--- src/rtl/weight_ram_upload_if.sv ---
// Bundle between the readback engine, the weight RAM read port and the byte sink.
// Stream handshake: a byte moves on a rising edge where tx_valid and tx_ready are both high;
// once tx_valid is raised, tx_valid and tx_data hold steady until that edge.
interface weight_ram_upload_if #(
    parameter int N  = 10,
    parameter int W  = 10,
    parameter int AW = 7
);
    logic [AW-1:0]  address;
    logic           we;
    logic [N*W-1:0] q;
    logic [7:0]     tx_data;
    logic           tx_valid;
    logic           tx_ready;

    modport master (
        output address, we, tx_data, tx_valid,
        input  q, tx_ready
    );

    modport slave (
        input  address, we, tx_data, tx_valid,
        output q, tx_ready
    );
endinterface

--- src/rtl/weight_ram_upload.sv ---
// Weight RAM readback: sweeps every address and streams a header, hi/lo byte pairs
// for each lane, and an 8-bit additive checksum over the lane bytes.
module weight_ram_upload #(
    parameter int         N   = 10,
    parameter int         W   = 10,
    parameter int         AW  = 7,
    parameter logic [7:0] HDR = 8'hA5
) (
    input  logic                 clk,
    input  logic                 rst,
    input  logic                 start,
    weight_ram_upload_if.master  bus,
    output logic                 busy,
    output logic                 done,
    output logic [2:0]           state_dbg
);
    localparam int LW    = (N > 1) ? $clog2(N) : 1;
    localparam int DEPTH = 2 ** AW;

    typedef enum logic [2:0] {
        S_IDLE  = 3'd0,
        S_HDR   = 3'd1,
        S_FETCH = 3'd2,
        S_LATCH = 3'd3,
        S_SEND  = 3'd4,
        S_TRAIL = 3'd5,
        S_DONE  = 3'd6
    } state_t;

    state_t         state_q, state_d;
    logic [AW-1:0]  addr_q, addr_d;
    logic [N*W-1:0] buf_q, buf_d;
    logic [LW-1:0]  lane_q, lane_d;
    logic           lo_q, lo_d;
    logic [7:0]     csum_q, csum_d;

    logic [W-1:0]   lane_word;
    logic [15:0]    lane_ext;
    logic [7:0]     send_byte;
    logic [7:0]     tx_data;
    logic           tx_valid;

    // Lanes narrower than 16 bits are zero-extended so the hi byte carries only lane[W-1:8].
    always_comb begin
        lane_word = buf_q[lane_q*W +: W];
        lane_ext  = 16'(lane_word);
        send_byte = lo_q ? lane_ext[7:0] : lane_ext[15:8];
    end

    always_comb begin
        state_d  = state_q;
        addr_d   = addr_q;
        buf_d    = buf_q;
        lane_d   = lane_q;
        lo_d     = lo_q;
        csum_d   = csum_q;
        tx_valid = 1'b0;
        tx_data  = 8'h00;
        busy     = 1'b0;
        done     = 1'b0;

        case (state_q)
            S_IDLE: begin
                if (start) begin
                    state_d = S_HDR;
                    addr_d  = '0;
                    csum_d  = 8'h00;
                    lane_d  = '0;
                    lo_d    = 1'b0;
                end
            end
            S_HDR: begin
                busy     = 1'b1;
                tx_valid = 1'b1;
                tx_data  = HDR;
                if (bus.tx_ready) state_d = S_FETCH;
            end
            S_FETCH: begin
                busy    = 1'b1;
                state_d = S_LATCH;
            end
            S_LATCH: begin
                busy    = 1'b1;
                buf_d   = bus.q;
                lane_d  = '0;
                lo_d    = 1'b0;
                state_d = S_SEND;
            end
            S_SEND: begin
                busy     = 1'b1;
                tx_valid = 1'b1;
                tx_data  = send_byte;
                if (bus.tx_ready) begin
                    csum_d = csum_q + send_byte;
                    if (!lo_q) begin
                        lo_d = 1'b1;
                    end else begin
                        lo_d = 1'b0;
                        if (lane_q == LW'(N - 1)) begin
                            if (addr_q == AW'(DEPTH - 1)) begin
                                state_d = S_TRAIL;
                            end else begin
                                addr_d  = addr_q + AW'(1);
                                state_d = S_FETCH;
                            end
                        end else begin
                            lane_d = lane_q + LW'(1);
                        end
                    end
                end
            end
            S_TRAIL: begin
                busy     = 1'b1;
                tx_valid = 1'b1;
                tx_data  = csum_q;
                if (bus.tx_ready) state_d = S_DONE;
            end
            S_DONE: begin
                done    = 1'b1;
                state_d = S_IDLE;
            end
            default: state_d = S_IDLE;
        endcase
    end

    always_ff @(posedge clk) begin
        if (rst) begin
            state_q <= S_IDLE;
            addr_q  <= '0;
            buf_q   <= '0;
            lane_q  <= '0;
            lo_q    <= 1'b0;
            csum_q  <= 8'h00;
        end else begin
            state_q <= state_d;
            addr_q  <= addr_d;
            buf_q   <= buf_d;
            lane_q  <= lane_d;
            lo_q    <= lo_d;
            csum_q  <= csum_d;
        end
    end

    assign bus.address  = addr_q;
    assign bus.we       = 1'b0;
    assign bus.tx_data  = tx_data;
    assign bus.tx_valid = tx_valid;
    assign state_dbg    = state_q;
endmodule

--- src/flat_wrapper.sv ---
// flat-port wrapper written by rule: the top's interface ports become plain ports
module weight_ram_upload_flat 
#(
    parameter int         N   = 10,
    parameter int         W   = 10,
    parameter int         AW  = 7,
    parameter logic [7:0] HDR = 8'hA5
)
  (clk, rst, start, busy, done, state_dbg, bus_address, bus_we, bus_tx_data, bus_tx_valid, bus_q, bus_tx_ready);
  weight_ram_upload_if #(.N(N), .W(W), .AW(AW)) bus_i ();
  input  logic clk;
  input  logic rst;
  input  logic start;
  output logic busy;
  output logic done;
  output logic [2:0] state_dbg;
  output wire logic [$bits(bus_i.address)-1:0] bus_address;
  output wire logic [$bits(bus_i.we)-1:0] bus_we;
  output wire logic [$bits(bus_i.tx_data)-1:0] bus_tx_data;
  output wire logic [$bits(bus_i.tx_valid)-1:0] bus_tx_valid;
  input wire logic [$bits(bus_i.q)-1:0] bus_q;
  input wire logic [$bits(bus_i.tx_ready)-1:0] bus_tx_ready;
  assign bus_address = bus_i.address;
  assign bus_we = bus_i.we;
  assign bus_tx_data = bus_i.tx_data;
  assign bus_tx_valid = bus_i.tx_valid;
  assign bus_i.q = bus_q;
  assign bus_i.tx_ready = bus_tx_ready;
  weight_ram_upload #(.N(N), .W(W), .AW(AW), .HDR(HDR)) u_core (.clk(clk), .rst(rst), .start(start), .bus(bus_i), .busy(busy), .done(done), .state_dbg(state_dbg));
endmodule
--- config.mk ---
export PLATFORM = sky130hd
export DESIGN_NAME = weight_ram_upload_flat
export DESIGN_NICKNAME = d
export VERILOG_FILES = /design/src/rtl/weight_ram_upload_if.sv /design/src/rtl/weight_ram_upload.sv /design/src/flat_wrapper.sv
export SDC_FILE = /design/constraint.sdc
export NUM_CORES = 1
export LEC_CHECK = 0
export ABC_CLOCK_PERIOD_IN_PS = 8200
export BUFFER_PORTS_ARGS = -buffer_cell sky130_fd_sc_hd__buf_2
export CAP_MARGIN = 20
export CORE_MARGIN = 4
export CORE_UTILIZATION = 50
export DETAILED_ROUTE_END_ITERATION = 6
export GPL_TIMING_DRIVEN = 0
export PLACE_DENSITY = 0.85
export RECOVER_POWER = 100
export SETUP_SLACK_MARGIN = 0.02
export SYNTH_ARGS = -nofsm -noshare
export SYNTH_HDL_FRONTEND = slang
export SYNTH_SLANG_ARGS = --single-unit
--- constraint.sdc ---
create_clock -name clk -period 8.2 [get_ports clk]
set_clock_uncertainty 0.2 [all_clocks]
set_input_delay 0.41 -clock clk [delete_from_list [all_inputs] [get_ports clk]]
set_output_delay 0.41 -clock clk [all_outputs]
set_load 0.05 [all_outputs]
Word-level counts from Yosys, hierarchy flattened. Cells that the tools add are included. W data, S select, Z words.

Bits in registers: 123. Output and inout port bits: 22. Word-level logic and storage cells: 68.

Reductions and logical operators: 10. Equality and inequality tests: 16. Muxes and demuxes: 31. Shift operators: 1. Multiply operators: 1. $add $sub $neg: 3.

Operators by type and width (count): $shiftx A100 B9 Y10 (1); $mux W7 (5); $mux W8 (3); $pmux W8 S3 (1); $mux W3 (7); $pmux W3 S6 (1); $mux W4 (4); $pmux W8 S2 (1); $pmux W7 S2 (1); $ne A2 B2 Y1 const B (6); $pmux W4 S3 (1); $reduce_and A6 Y1 (2); $eq A3 B3 Y1 const B (3); $add A8 B8 Y8 (1); $add A7 B1 Y7 const B (1); $eq A7 B7 Y1 const B (1); $mul A4 B3 Y7 const B (1); $eq A3 B2 Y1 const B (2); $mux W1 (6); $reduce_and A3 Y1 (2); $reduce_and A5 Y1 (1); $reduce_or A5 Y1 (1); $add A4 B1 Y4 const B (1); $eq A4 B4 Y1 const B (1); 7 further kinds (8).

Depth between registers and ports, before layout. Gate-level depths: netlist (run 1).

Word-level depth: 6. Depth in mapped cells: 14.

Least setup slack after synthesis (run 1). Ideal clock, no wire load.

Path type: register to register. From: register u_core.lane_q[0]. To: register u_core.csum_q[6]. Arrival: 3.171 ns. Data required time: 7.880 ns. Cell stages (with the launch flop): 15. Setup slack: 4.708 ns. Period minus slack after synthesis: 3.492 ns. Cell sequence: dfxtp_1 > buf_2 > buf_2 > mux4_2 > mux2i_1 > nor2_1 > o32a_1 > ha_1 > fa_1 > a21o_1 > a21oi_1 > o21bai_1 > a21oi_1 > or4_1 > nand3_1.

Word-level cells in the longest chain between the ends: 6.

Ends and longest elaborated chain: from (decl) (line weight_ram_upload.sv:33) `logic [LW-1:0] lane_q, lane_d;`; from (signal assigned) (line weight_ram_upload.sv:138) `lane_q <= lane_d;`; $mul A4 B3 Y7 (line weight_ram_upload.sv:45) `lane_word = buf_q[lane_q*W +: W];`; $shiftx A100 B9 Y10 (line weight_ram_upload.sv:45); $mux W8 (line weight_ram_upload.sv:47) `send_byte = lo_q ? lane_ext[7:0] : lane_ext[15:8];`; $add A8 B8 Y8 (line weight_ram_upload.sv:94) `csum_d = csum_q + send_byte;`; $mux W8 (line weight_ram_upload.sv:93) `if (bus.tx_ready) begin`; $pmux W8 S2 (line weight_ram_upload.sv:62) `case (state_q)`; to (signal assigned) (line weight_ram_upload.sv:140) `csum_q <= csum_d;`; to (decl) (line weight_ram_upload.sv:35) `logic [7:0] csum_q, csum_d;`.

No other way between the ends. The select of a mux whose other input is x is not followed. A chain may end at the register's enable or synchronous reset.

Worst setup path after layout (run 1).
From: register u_core.lane_q[1]. To: register u_core.csum_q[6].

Same word-level chain as after synthesis.

==> results of run 1 <==
[metal layers]
| metal | vias up | global-route usage (%) | routed length, um |
|---|---|---|---|
| met5 | - | 0 | 0 |
| met4 | 0 | 10.72 | 510 |
| met3 | 45 | 5.421 | 1678 |
| met2 | 339 | 43.77 | 8106 |
| met1 | 2594 | 31.40 | 6209 |
| li1 | 2683 | - | - |
[registers in the layout, indices dropped and copies added, names as in the netlist]
| signal | cells |
|---|---|
| u_core.buf_q | 100 |
| u_core.bus.address | 7 |
| u_core.csum_q | 8 |
| u_core.lane_q | 4 |
| u_core.lo_q | 1 |
| u_core.state_dbg | 3 |
[worst max-delay path, delay by kind of cell, from the launching register on]
kind / cells / cell delay [ps]
compound gates: 5 / 1090
buf+inv: 2 / 860
mux: 2 / 670
fa+ha+maj: 2 / 650
flops: 1 / 320
simple gates: 3 / 260
[area by class of cell]
cell class              instances  share of cell area [%]
inverters                       5                  0.2668
plain buffers                  53                   2.970
flip-flops and latches        123                   35.00
repair buffers                124                   8.447
multi-input cells             517                   42.79
clock inverters                14                   1.938
well taps                     140                   2.490
clock buffers                  18                   6.100
[cells by family after synthesis]
logic type / synth area share (%)
AOI/OAI and AO/OA: 15.72
xor gates and xnor gates: 1.537
adders and majority gates: 2.546
buffers and inverters: 3.995
DFF: 43.20
muxes: 11.61
other: 0.06578
and+or+nand+nor: 21.33
[path summary, 6_finish.rpt]
check                   start                to  slack [ps]
max          u_core.lane_q[1]  u_core.csum_q[6]        4040
min                 bus_q[34]  u_core.buf_q[34]          30
max reg2reg  u_core.lane_q[1]  u_core.csum_q[6]        4040
min reg2reg  u_core.buf_q[83]  u_core.buf_q[83]         250
[metrics by stage]
stage,cell area [um2],power (mW)
after global placement,6496,0.8226
after floorplan,5700,0.7600
final,7036,1.532
after global routing,7036,1.576
after detailed placement,6496,0.8266
after CTS,7062,1.532
[power by group through the flow]
| stage | sequential (mW) | clock (mW) | combinational [mW] |
|---|---|---|---|
| global placement | 0.639 | 0 | 0.184 |
| CTS | 0.627 | 0.716 | 0.189 |
| global route | 0.629 | 0.741 | 0.206 |
| detailed placement | 0.640 | 0 | 0.187 |
| floorplan | 0.643 | 0 | 0.117 |
| finish | 0.628 | 0.715 | 0.189 |
[placed cells by master, fill, tap and decap left out, drive strengths merged, types with 2 or more instances in the layout]
cell | Yosys | layout
nor3 | 8 | 8
a21oi | 112 | 112
nand4b | 2 | 2
nand3b | 2 | 2
o21ai | 10 | 10
nand3 | 7 | 7
o22ai | 6 | 6
a31oi | 3 | 3
dfxtp | 123 | 123
clkinvlp | 0 | 2
nor2b | 3 | 3
o2bb2ai | 2 | 2
a21o | 6 | 6
xnor2 | 2 | 2
and2 | 9 | 9
inv | 5 | 10
xor2 | 8 | 8
nand4 | 5 | 5
and3 | 3 | 3
mux2i | 20 | 20
clkinv | 0 | 6
clkbuf | 46 | 85
ha | 10 | 10
a2bb2o | 3 | 3
nand2 | 217 | 217
a22oi | 8 | 8
buf | 7 | 110
mux4 | 20 | 20
nor2 | 33 | 33
==> results.py, run 1 <==
metrics = {
    "placement": {
        "pre_cts_ws_ps": 4175,
        "io_buffer_count": 124,
        "gp_routability_congestion": 0.9218,
        "placed_cells_incl_taps": 962,
        "dp.final_hpwl_um": 11820,
    },
    "floorplanning": {
        "die-height_um": 114.8,
        "start_util_pct": 51.90,
        "design.core.area_um2": 10980,
        "die_x_um": 114.8,
        "die_area_um2": 13170,
        "rows": 38,
        "ios": 126,
    },
    "worst_setup_path": {
        "timing.critical_path.required_ps": 8290,
        "critPathKind": "flop to flop",
        "critical_path.endpoint_type": "flop",
        "worst_setup_path_start_kind": "flop",
        "reg2reg_depth": 14,
        "crit_path_max_incr_delay_ps": 550,
        "arrival_ps": 4260,
        "cp_max_fo": 10,
        "slowest_stage": "sky130_fd_sc_hd__clkbuf_1",
        "timing.critical_path.cells": "clkbuf_1, clkbuf_1, mux4_2, mux2i_1, nor2_1, o32a_1, ha_1, fa_1, a21o_1, a21oi_1, o21bai_1, a21oi_1, or4_1, nand3_1",
    },
    "global_route": {
        "initial_antenna_violation_count": 0,
        "grt-ovfl-total": 0,
        "grt_max_degree": 17,
        "first_pass_grt_wire_length_um": 26510,
        "global_route.usage.total_pct": 25.59,
        "number_of_global_route_vias_before_repair": 5527,
    },
    "outcome": {
        "outcome": "finished, final reports clean",
    },
    "clock_tree": {
        "insertion_delay_ps": 410,
        "cts_root_cell": "sky130_fd_sc_hd__clkbuf_16",
        "clock_sinks": 123,
        "cts_max_level": 4,
        "post-cts-setup-buffer-count": 0,
        "tritoncts": "done",
        "cts-resized-gates": 0,
        "clock_path_buffers": 2,
        "cts_buffers": 17,
        "ctsHoldBuffers": 0,
        "clk_pin_slew_worst_paths_ps": 60,
    },
    "timing": {
        "fin_crit_sh_pct": 50.77,
        "setup_tns_ps": 0,
        "finalMaxSlewViolations": 0,
        "slew-limit-headroom_pct": 29.37,
        "post-route-min-period_ps": 4163,
        "max_slew.worst_pin.slew_ps": 1056,
        "hold_viol_final": 0,
        "setup_repair_after_global_routing_missed_its_margin": "no",
        "finalSetupViolCount": 0,
        "final.hold.worst_slack_ps": 29.62,
        "setup_slack_ps": 4037,
        "fmaxAchievable_ghz": 0.2402,
    },
    "power": {
        "power.share.sequential_pct": 41.0,
        "power.net_switching_mw": 0.4343,
        "portion_of_total_power_attributed_to_combinational_logic_pct": 12.3,
        "leakagePower_nw": 2.587,
        "power_per_standard_cell_area_nw_per_um2": 217.7,
        "peakVddDrop_mv": 0.1570,
        "p_int_mw": 1.097,
        "swShare_pct": 28.36,
        "share_clk_of_total_power_pct": 46.7,
    },
    "min_path": {
        "hold_path_class": "primary input to flop",
        "holdPathStages": 3,
    },
    "finish": {
        "multi_input_comb_area_um2": 3010,
        "drive_gt1_share_pct": 19.09,
        "num_antenna_cells": 0,
        "final_cells": 994,
        "area.sequential_um2": 2462,
        "area_growth_from_synthesis_to_final_layout_pct": 23.42,
        "design.final.nets": 956,
        "n_fill_cell": 931,
        "postLayoutCoreUtil_pct": 64.06,
    },
    "logic_synthesis": {
        "synthDominantAreaCellType": "sky130_fd_sc_hd__dfxtp_1",
        "synth-async-reset-ratio_pct": 0,
        "synth_enable_flop_cells": 0,
        "synthTopCellsByCount": "217 x sky130_fd_sc_hd__nand2_1, 123 x sky130_fd_sc_hd__dfxtp_1, 112 x sky130_fd_sc_hd__a21oi_1",
        "yosys.cell_count.top_type": "sky130_fd_sc_hd__nand2_1",
        "ys_top_cells_by_area": "sky130_fd_sc_hd__dfxtp_1 43%, sky130_fd_sc_hd__nand2_1 14%, sky130_fd_sc_hd__a21oi_1 9.8%, sky130_fd_sc_hd__mux4_2 7.9%, sky130_fd_sc_hd__mux2i_1 3.5%",
        "ys_seq_elements": 123,
        "post_synth_top_area_share_pct": 43.20,
        "yosys.cell_types.count": 48,
        "syn-num-nets": 813,
        "flip_flop_cell_with_the_highest_count_after_synthesis": "sky130_fd_sc_hd__dfxtp_1",
        "synthesis.instances": 698,
        "warnings_from_yosys": 0,
        "syn_area_um2": 5700,
        "synth_seq_area_share_pct": 43.20,
        "syn-mean-instance-area_um2": 8.167,
    },
    "detailed_routing": {
        "wl_um": 16500,
        "iteration_0_drc_count_of_the_detailed_router": 548,
        "antenna_nets_post_route": 0,
        "via_per_inst": 5.695,
        "route.vias.total": 5661,
        "drt_drc_violations_left": 0,
        "wirelength_per_cell_um": 16.60,
        "first_pass_iters": 6,
    },
    "job": {
        "cap_violations": 0,
    },
}
No activity file was read; power rests on OpenSTA's default activity.
==> run 2: changes to the inputs <==
- ABC_CLOCK_PERIOD_IN_PS: 8200 -> 3990
- clock period: 8.2 -> 3.99 ns (I/O delays scaled with it)
==> results.py, run 2 (same netlist as run 1, synthesis figures left out) <==
metrics = {
    "worst_setup_path": {
        "cp_max_fo": 10,
        "worstReg2RegStart": "u_core.lane_q[0]",
        "worst_setup_path_start_kind": "flop",
        "timing.critical_path.from": "u_core.lane_q[0]",
        "critical_path.endpoint_type": "flop",
        "arrival_ps": 3890,
        "timing.critical_path.required_ps": 4090,
        "critPathKind": "flop to flop",
    },
    "finish": {
        "final_common_cell": "sky130_fd_sc_hd__nand2_1",
        "postLayoutCoreUtil_pct": 73.64,
        "registers.top_by_ff_count": "u_core.buf_q",
        "design.final.nets": 1058,
        "num_antenna_cells": 0,
        "design_area_um2": 8088,
        "largest_register_ff_count": 100,
        "area_growth_from_synthesis_to_final_layout_pct": 41.88,
        "layout.cells.most_common_list": "217 x sky130_fd_sc_hd__nand2_1, 123 x sky130_fd_sc_hd__dfxtp_1, 111 x sky130_fd_sc_hd__a21oi_1, 108 x sky130_fd_sc_hd__buf_2, 102 x sky130_fd_sc_hd__dlygate4sd3_1",
        "drive_gt1_share_pct": 17.78,
    },
    "power": {
        "peakVddDrop_mv": 0.3132,
        "power_per_standard_cell_area_nw_per_um2": 404.8,
        "leakagePower_nw": 3.034,
        "totalPowerFinal_mw": 3.274,
    },
    "global_route": {
        "number_of_global_route_vias_before_repair": 6644,
        "grt_max_degree": 17,
        "global_route.usage.total_pct": 32.98,
        "grt-ovfl-total": 0,
        "initial_antenna_violation_count": 0,
        "first_pass_grt_wire_length_um": 33870,
    },
    "timing": {
        "finalSetupViolCount": 0,
        "max_slew.worst_pin.slew_ps": 1061,
        "fin_crit_sh_pct": 95.17,
        "post-route-min-period_ps": 3797,
        "fmaxAchievable_ghz": 0.2633,
        "setup_slack_ps": 192.5,
        "hold_viol_final": 0,
        "setup_repair_after_global_routing_missed_its_margin": "no",
        "finalMaxSlewViolations": 0,
        "slew-limit-headroom_pct": 28.99,
        "final.hold.worst_slack_ps": 13.51,
    },
    "detailed_routing": {
        "iteration_0_drc_count_of_the_detailed_router": 840,
        "wl_um": 21370,
        "route.vias.total": 6572,
        "drt_drc_violations_left": 0,
        "first_pass_iters": 6,
        "via_per_inst": 5.996,
        "wirelength_per_cell_um": 19.50,
        "antenna_nets_post_route": 0,
    },
    "clock_tree": {
        "clk_pin_slew_worst_paths_ps": 60,
        "clock_path_buffers": 2,
        "tritoncts": "done",
        "cts_buffers": 17,
        "insertion_delay_ps": 420,
        "cts_root_cell": "sky130_fd_sc_hd__clkbuf_16",
        "clock_sinks": 123,
        "cts_max_level": 4,
    },
    "floorplanning": {
        "ios": 126,
        "start_util_pct": 51.90,
        "die_area_um2": 13170,
        "rows": 38,
        "die_x_um": 114.8,
        "design.core.area_um2": 10980,
        "die-height_um": 114.8,
    },
    "outcome": {
        "outcome": "finished, final reports clean",
    },
    "min_path": {
        "holdCritStartpoint": "bus_tx_ready",
        "hold_path_class": "primary input to flop",
    },
    "placement": {
        "dpl-instance-area_um2": 6496,
        "pre_cts_ws_ps": -35.37,
        "dp.final_hpwl_um": 11820,
        "io_buffer_count": 124,
        "gp_routability_congestion": 0.9218,
    },
    "job": {
        "cap_violations": 0,
    },
}
[run 2: what timing repair did]
action | 4_1_cts | 5_1_grt
hold buffers | 102 | 0
endpoints found under the setup margin | 1 | 3
hold endpoints to repair | 106 | 0
buffers inserted | 0 | 0
gates resized for setup | 2 | 10
[run 2: routing by layer]
| metal | GRT usage [%] | vias to the layer above | routed length [um] |
|---|---|---|---|
| li1 | - | 2884 | - |
| met3 | 7.895 | 135 | 2153 |
| met4 | 17.76 | 0 | 1280 |
| met2 | 57.28 | 520 | 10560 |
| met1 | 37.46 | 3033 | 7380 |
| met5 | 0 | - | 0 |
[run 2: critical path, stage by stage, from the launching register on]
cell and delay, ps:
sky130_fd_sc_hd__dfxtp_1 360, sky130_fd_sc_hd__clkbuf_4 210, sky130_fd_sc_hd__buf_8 180, sky130_fd_sc_hd__mux4_2 550, sky130_fd_sc_hd__mux2i_2 240, sky130_fd_sc_hd__nor2_1 80, sky130_fd_sc_hd__o32a_1 400, sky130_fd_sc_hd__ha_1 230
sky130_fd_sc_hd__fa_1 420, sky130_fd_sc_hd__a21o_1 200, sky130_fd_sc_hd__a21oi_2 180, sky130_fd_sc_hd__o21bai_1 80, sky130_fd_sc_hd__a21oi_1 180, sky130_fd_sc_hd__or4_1 130, sky130_fd_sc_hd__nand3_1 50
[run 2: path summary, 6_finish.rpt]
check / endpoint / slack (ps) / depth (start not counted)
setup reg to reg: u_core.csum_q[6] / 190 / 14
hold / removal: u_core.state_dbg[0] / 10 / 4
hold reg to reg: u_core.buf_q[47] / 250 / 2
setup / recovery: u_core.csum_q[6] / 190 / 14
[run 2: report_power, final]
group | total, mW | internal, mW | switching (mW)
Sequential | 1.29 | 1.27 | 0.0250
Combinational | 0.487 | 0.185 | 0.302
Clock | 1.49 | 0.869 | 0.626
[run 2: metrics by stage]
step	std cells	setup TNS, ps
2_1_floorplan	698	0
3_3_place_gp	962	-9.741
3_5_place_dp	962	-35.37
4_1_cts	1096	0
5_1_grt	1096	0
6_report	1096	0
[run 2: layout make-up]
| cell class | instances | area [um2] |
|---|---|---|
| multi-input cells | 517 | 3018 |
| fillers | 672 | 2895 |
| flip-flops and latches | 123 | 2462 |
| repair buffers | 226 | 1619 |
| clock buffers | 18 | 429.2 |
| plain buffers | 53 | 229.0 |
| well taps | 140 | 175.2 |
| clock inverters | 14 | 136.4 |
| inverters | 5 | 18.77 |
